===== src/rtl/reg_mux_bank.sv =====
// reg_mux_bank: 2**SEL_BITS enable-gated registers with valid flags, mux-tree read port; latency 1+PIPE, a read every cycle, no backpressure.
// REG_MUX_BANK_BYPASS_EN: same-cycle write to the read address is forwarded to the read (write-through).
module reg_mux_bank #(
  parameter int SEL_BITS   = 3,
  parameter int DATA_WIDTH = 8,
  parameter int PIPE       = 0
) (
  input  logic                  clk,
  input  logic                  rst_n,
  input  logic                  clr,
  input  logic                  wr_en,
  input  logic [SEL_BITS-1:0]   wr_addr,
  input  logic [DATA_WIDTH-1:0] wr_data,
  input  logic                  inv_en,
  input  logic [SEL_BITS-1:0]   inv_addr,
  input  logic                  rd_en,
  input  logic [SEL_BITS-1:0]   rd_addr,
  output logic                  rd_valid,
  output logic [DATA_WIDTH-1:0] rd_data,
  output logic                  rd_hit
);

  localparam int DEPTH = 2**SEL_BITS;
  localparam int NW    = DATA_WIDTH + 1;
  // Levels resolved before the pipeline register: levels 0..floor(SEL_BITS/2), capped at the tree height.
  localparam int HALF  = SEL_BITS / 2 + 1;
  localparam int FRONT = (PIPE == 1) ? ((HALF < SEL_BITS) ? HALF : SEL_BITS) : SEL_BITS;
  localparam int MID   = DEPTH >> FRONT;

  generate
    if (PIPE != 0 && PIPE != 1) begin : g_bad_pipe
      $error("reg_mux_bank: PIPE must be 0 or 1");
    end
  endgenerate

  logic [DATA_WIDTH-1:0] mem_q [DEPTH];
  logic [DEPTH-1:0]      vld_q;
  logic [DEPTH-1:0]      vld_nxt;

  // Write is applied after the invalidate so it wins on an address collision.
  always_comb begin
    vld_nxt = vld_q;
    if (inv_en) vld_nxt[inv_addr] = 1'b0;
    if (wr_en)  vld_nxt[wr_addr]  = 1'b1;
  end

  always_ff @(posedge clk or negedge rst_n) begin
    if (!rst_n) begin
      for (int i = 0; i < DEPTH; i++) mem_q[i] <= '0;
      vld_q <= '0;
    end else if (clr) begin
      vld_q <= '0;
    end else begin
      if (wr_en) mem_q[wr_addr] <= wr_data;
      vld_q <= vld_nxt;
    end
  end

  // Leaf nodes carry {hit, data}.
  logic [NW-1:0] leaf [DEPTH];
  always_comb begin
    for (int i = 0; i < DEPTH; i++) begin
      leaf[i] = {vld_q[i], mem_q[i]};
`ifdef REG_MUX_BANK_BYPASS_EN
      if (wr_en && wr_addr == SEL_BITS'(i)) begin
        if (clr) leaf[i][NW-1] = 1'b0;
        else     leaf[i]       = {1'b1, wr_data};
      end
`endif
    end
  end

  logic [NW-1:0] ftree [FRONT+1][DEPTH];
  always_comb begin
    for (int l = 0; l <= FRONT; l++)
      for (int j = 0; j < DEPTH; j++) ftree[l][j] = '0;
    for (int j = 0; j < DEPTH; j++) ftree[0][j] = leaf[j];
    for (int l = 0; l < FRONT; l++)
      for (int j = 0; j < (DEPTH >> (l + 1)); j++)
        ftree[l+1][j] = rd_addr[l] ? ftree[l][2*j+1] : ftree[l][2*j];
  end

  logic          res_vld;
  logic [NW-1:0] res_node;

  generate
    if (PIPE == 1) begin : g_pipe
      logic [NW-1:0] mid_node [MID];
      logic          mid_vld;

      always_ff @(posedge clk or negedge rst_n) begin
        if (!rst_n) begin
          mid_vld <= 1'b0;
          for (int j = 0; j < MID; j++) mid_node[j] <= '0;
        end else begin
          mid_vld <= rd_en;
          if (rd_en)
            for (int j = 0; j < MID; j++) mid_node[j] <= ftree[FRONT][j];
        end
      end

      if (FRONT < SEL_BITS) begin : g_back
        logic [SEL_BITS-1:FRONT] mid_addr;
        logic [NW-1:0]           btree [SEL_BITS-FRONT+1][MID];

        always_ff @(posedge clk or negedge rst_n) begin
          if (!rst_n)     mid_addr <= '0;
          else if (rd_en) mid_addr <= rd_addr[SEL_BITS-1:FRONT];
        end

        always_comb begin
          for (int l = 0; l <= SEL_BITS - FRONT; l++)
            for (int j = 0; j < MID; j++) btree[l][j] = '0;
          for (int j = 0; j < MID; j++) btree[0][j] = mid_node[j];
          for (int l = 0; l < SEL_BITS - FRONT; l++)
            for (int j = 0; j < (MID >> (l + 1)); j++)
              btree[l+1][j] = mid_addr[FRONT+l] ? btree[l][2*j+1] : btree[l][2*j];
        end

        assign res_node = btree[SEL_BITS-FRONT][0];
      end else begin : g_noback
        assign res_node = mid_node[0];
      end

      assign res_vld = mid_vld;
    end else begin : g_nopipe
      assign res_vld  = rd_en;
      assign res_node = ftree[SEL_BITS][0];
    end
  endgenerate

  // Data and hit hold their last value between requests.
  always_ff @(posedge clk or negedge rst_n) begin
    if (!rst_n) begin
      rd_valid <= 1'b0;
      rd_data  <= '0;
      rd_hit   <= 1'b0;
    end else begin
      rd_valid <= res_vld;
      if (res_vld) {rd_hit, rd_data} <= res_node;
    end
  end

endmodule

===== config.mk =====
export PLATFORM = sky130hd
export DESIGN_NAME = reg_mux_bank
export DESIGN_NICKNAME = d
export VERILOG_FILES = /design/src/rtl/reg_mux_bank.sv
export SDC_FILE = /design/constraint.sdc
export NUM_CORES = 1
export LEC_CHECK = 0
export CAP_MARGIN = 30
export CORE_MARGIN = 4
export CORE_UTILIZATION = 28
export DETAILED_ROUTE_END_ITERATION = 12
export GPL_ROUTABILITY_DRIVEN = 0
export GPL_TIMING_DRIVEN = 0
export PLACE_DENSITY = 0.41
export SLEW_MARGIN = 20
export SYNTH_ARGS = -nofsm -noshare
export SYNTH_HDL_FRONTEND = slang
export SYNTH_SLANG_ARGS = --single-unit

===== constraint.sdc =====
create_clock -name clk -period 2.56 [get_ports clk]
set_input_delay 0.256 -clock clk [delete_from_list [all_inputs] [get_ports clk]]
set_output_delay 0.256 -clock clk [all_outputs]
set_load 0.005 [all_outputs]

== Word level (Yosys, flattened, before mapping) ==
Cells that the tools add are included.

* Flip-flop bits (word level): 82
* Bits in latches: 0
* Memory bits (writable): 0
* Memory bits (read-only): 0
* Bits of input ports: 23
* Memories: 0

* $add $sub $neg: 0
* Multipliers: 0
* Divide/modulo/power cells: 0
* $lt $le $gt $ge: 6
* Equality and inequality tests: 0
* Shifts and indexed selects: 0
* Mux-type cells: 17
* Bitwise logic cells: 5
* Reductions and logical operators: 4

{| class="wikitable"
|+ Operators by type and width
! operator !! number
|-
| $bwmux 64 || 1
|-
| $mux 9 || 7
|-
| $mux 8 || 4
|-
| $demux 8 s3 || 1
|-
| $and 8x8->8 || 1
|-
| $lt 3x4->1 const B || 2
|-
| $not 8->8 || 1
|-
| $or 8x8->8 || 1
|-
| $demux 1 s3 || 2
|-
| $ge 3x1->1 const B || 2
|-
| $ge 4x4->1 const B || 1
|-
| $lt 4x1->1 const B || 1
|-
| $not 3->4 || 1
|-
| $logic_and 1x1->1 || 3
|-
| $mux 1 || 2
|-
| $reduce_and 2->1 || 1
|-
| $not 1->1 || 1
|}

== Logic depth before layout (Yosys ltp) ==
* Depth after elaboration: 10
* Depth in mapped cells: 6
* Depth with buffers taken out: 3

== Least setup slack after synthesis ==
No wires, ideal clock.

* Path type: input -> register
* Start: in rd_addr[0]
* End: reg rd_hit
* Arrival: 1220 ps
* Data required time: 2440 ps
* Slack: 1220 ps
* Cell stages on the path: 6
* Path buffers: 3
* Cells stage by stage: buf_4 buf_6 buf_4 mux2i_1 nand3_1 a41o_1

* Longest elaborated chain between the ends: 3
* Elaborated cells on any way between the ends: 7

{| class="wikitable"
|+ Ends and longest elaborated chain
! item !! RTL line !! source
|-
| start, declared || 17 || <nowiki>input logic [SEL_BITS-1:0] rd_addr,</nowiki>
|-
| $mux 9 (2 in series) || 80 || <nowiki>ftree[l+1][j] = rd_addr[l] ? ftree[l][2*j+1] : ftree[l][2*j];</nowiki>
|-
| $mux 9 * || 80 ||
|-
| end signal, assigned || 140 || <nowiki>if (res_vld) {rd_hit, rd_data} <= res_node;</nowiki>
|-
| end, declared || 20 || <nowiki>output logic rd_hit</nowiki>
|}

Mark *: on every way between the ends. The rest lies on a longest branch, timed or not.
A chain may end at the register's enable or synchronous reset.

== Worst setup path in the final report ==
* Start: in rd_addr[2]
* End: reg rd_hit

* Longest elaborated chain between the ends: 1

{| class="wikitable"
|+ Ends and longest elaborated chain
! item !! RTL line
|-
| $mux 9 || 80
|}

Every way passes these cells.

==> summary.md <==
| Metric | Value |
|---|---|
| DRC viols | 0 |
| # rows | 42 |
| Wirelength, routed | 9.952 mm |
| CTS Buf Count | 9 |
| Cell Pwr Density | between 700 and 800 mW/mm^2 |
| TritonCTS clock tree | done |
| Die Ht | between 100 and 150 um |
| H-tree levels | 3 |
| Hold Fails Final Rpt | 0 |
| R2R setup slack | between 1000 and 1500 ps |
| Antenna Nets Post-Route | 0 |
| Initial drt markers | 99 |
| Simple-gate area share of the yosys netlist | a little under a tenth |
| EDFF count, synth | 0 |
| Final Cycle Share | 76.79% |
| WP data required | roughly 2800 ps |
| Root Buffer | clkbuf_16 |
| Share of post-route cells with drive strength above 1 | a little under a third |
| Initial core utilization | 28.68% |
| Worst Setup End Kind | flop |
| Area contributors post-synth | dfrtp_1 (54%), mux2_2 (19%), mux2i_1 (7.1%) |
| Skew final | 5.740 ps |
| Placeable Area | between 0.01 and 0.015 mm^2 |
| Final Max Slew Viols | 0 |
| Startpoint types | primary input |
| Area grow syn2layout | 22.99% |
| Nets | between 300 and 400 |
| Post-CTS Setup Inserts | 0 |
| Biggest area consumer among synthesized cells | dfrtp_1 |
| Max cap viols | 0 |
| Top Ports | 33 |
| Top FF cell, synth | dfrtp_1 |
| Total clock sinks | roughly 80 |
| Syn. warnings | 0 |
| First-pass GRT wire length | approximately 15 mm |
| Slew HR | roughly 50% |
| Switch Pwr | around 0.9 mW |
| Internal power | roughly 2.8 mW |
| Final worst path period need | approximately 2000 ps |
| Net switching share of the total power | between 20% and 30% |
| Async SR Flop Fraction | 100.0% |
| Synth Area per Inst | approximately 14 um^2 |
| Reg-to-Reg End | rd_data[4] |
| VDD IR max | around 0.3 mV |
| Crit path DAT | 2240 ps |
| Vias post-DR | about 2.4k |
| N_diodes | 0 |
| RSZ-0062 raised after global routing | no |
| DR pass1 iterations | 4 |
| Register area share after synthesis | approximately 54% |
| Initial antenna violation count | 0 |
| Clk pwr share | approximately 38% |
| Synth Register Bits | 82 |
| Die area | 0.01549 mm^2 |
| Synth unique cells | 27 |
| Final HPWL DP | 6.183 mm |
| Most frequent cell after synthesis | dfrtp_1 |
| Post-Syn Area | 0.003799 mm^2 |
| Setup CP Type | primary input to flop |
| Compound-gate portion of the synthesized area | between 8 and 9% |
| Status | finished, final reports clean |
| Max incr delay on CP | around 530 ps |
| Largest delay contributor family on the critical path | buffers and inverters |
| Final core utilization | 35.28% |
| Number of global-route vias before repair | roughly 2.6k |
| Hold WC Path Type | primary input to async pin |
| Worst Path Max Fanout | 10 |
| Worst path buffer plus inverter count | 3 |
| Via density | between 4 and 5 |
| FF-to-FF Start | ftree[247] |
| GRT Total Usage | a little over an eighth |
| Synth top cells by count | dfrtp_1 (82), mux2_2 (64), mux2i_1 (27) |
| Crit-path cells | clkdlybuf4s50_1 -> clkbuf_1 -> nor2_1 -> buf_4 -> a22oi_1 -> a41o_1 |
| Setup violators final | 0 |
| Multiplexer share of the synthesized area | a little over a quarter |
| Post-Synthesis Cells | between 200 and 300 |
| Die W | about 120 um |
| Port Buffers | 29 |
| Post-Syn Nets | 300 |
| Post-Synth Adder-Cell Area | 0% |
| Reg clk slew, reported paths | ~60 ps |
| Critical-path cell with the highest stage delay | clkbuf_1 |
| Largest net degree at the start of global routing | 45 |
| Worst-margin pin slew | 751.4 ps |
| Xor and xnor fraction of the mapped netlist area | 0% |
| Comb power frac | 16.4% |
| Clk_lat worst skew | about 330 ps |
| Grt total ovfl | 0 |
| CTS-repair resized insts | 0 |
| Worst hold margin | about 450 ps |
| Largest family of logic cells by synthesized area | multiplexers |
| Leakage | around 2.1 nW |
| Worst Reg-to-Reg Cells | 3 |
| Area share of the largest cell type after synthesis | approximately 54% |
| Fmax achieved | 508.7 MHz |
| Part of the power in registers | between 40% and 50% |
| CTS max path bufs | 2 |
| Wirelength per Cell | 19.86 um |
power by group through the flow:
stage          clock (mW)  combinational (mW)  sequential, mW
2_1_floorplan           0               0.404            1.67
3_3_place_gp            0               0.599            1.70
3_5_place_dp            0               0.613            1.71
4_1_cts              1.44               0.616            1.68
5_1_grt              1.48               0.668            1.71
6_report             1.40               0.604            1.68
final cells by class:
| cell class | count | area, um^2 |
|---|---|---|
| clock inverter | 5 | 77.57 |
| multi-input combinational | 178 | 1655 |
| sequential | 82 | 2052 |
| clock buffer | 11 | 242.7 |
| tap | 176 | 220.2 |
| timing repair buffer | 32 | 332.8 |
| buffer | 14 | 80.08 |
| fill | 1330 | 8571 |
| inverter | 3 | 11.26 |
cells by family after synthesis:
kind of cell / count (synthesis)
AOI/OAI and AO/OA: 35
muxes: 91
DFF: 82
and+or+nand+nor: 52
buffers and inverters: 17
timing repair:
item	CTS	global route
endpoints found under the hold margin	38	0
endpoints found under the setup margin	0	0
hold buffers	1	0
worst reg2reg max path: stages, from the launching register on:
cell	delay [ps]
dfrtp_1	370
nor2b_1	130
a211o_1	220
a41o_1	240
state kept, by name, summed over array words and instances, names as in the netlist:
name / count
vld_q: 8
rd_data: 8
rd_hit: 1
ftree: 64
rd_valid: 1
cells in the final DEF, fill, tap and decap left out, types with 4 or more instances in the layout:
| cell | count |
|---|---|
| a211o_1 | 9 |
| a22oi_1 | 9 |
| a31o_2 | 4 |
| a41o_1 | 9 |
| buf_4 | 6 |
| clkbuf_1 | 4 |
| clkbuf_16 | 9 |
| clkdlybuf4s50_1 | 28 |
| dfrtp_1 | 82 |
| mux2_2 | 64 |
| mux2i_1 | 27 |
| nand2_1 | 7 |
| nand3_1 | 9 |
| nor2b_1 | 19 |
| o311ai_0 | 4 |
metal layers:
layer | part of all wire, % | global-route usage (%) | up-vias
li1 | - | - | 1120
met5 | 0 | 0 | -
met2 | 50 | 22.36 | 32
met1 | 45 | 16.27 | 1249
met4 | 2.4 | 6.061 | 0
met3 | 1.9 | 1.801 | 16
how the worst max path moves through the flow:
stage	end	slack, ps	startpoint	cells past startpoint
floorplan	rd_hit	1220	rd_addr[0]	6
global placement	ftree[279]	-2050	rst_n	1
global route	rd_hit	500	rd_addr[2]	6
CTS	rd_hit	390	rd_addr[2]	5
detailed placement	rd_hit	50	rd_addr[2]	5
finish	rd_hit	590	rd_addr[2]	6
stage by stage:
step / TNS, ps / setup WS, ps / cell area [um^2] / power [mW] / instances
6_report: 0 / 594.3 / 4672 / 3.683 / 501
5_1_grt: 0 / 498.5 / 4672 / 3.862 / 501
4_1_cts: 0 / 385.6 / 4664 / 3.735 / 500
3_5_place_dp: 0 / 51.38 / 4334 / 2.321 / 483
3_3_place_gp: -167350 / -2050 / 4309 / 2.300 / 482
2_1_floorplan: 0 / 1220 / 3799 / 2.078 / 277
(Power assumes the default switching activity.)
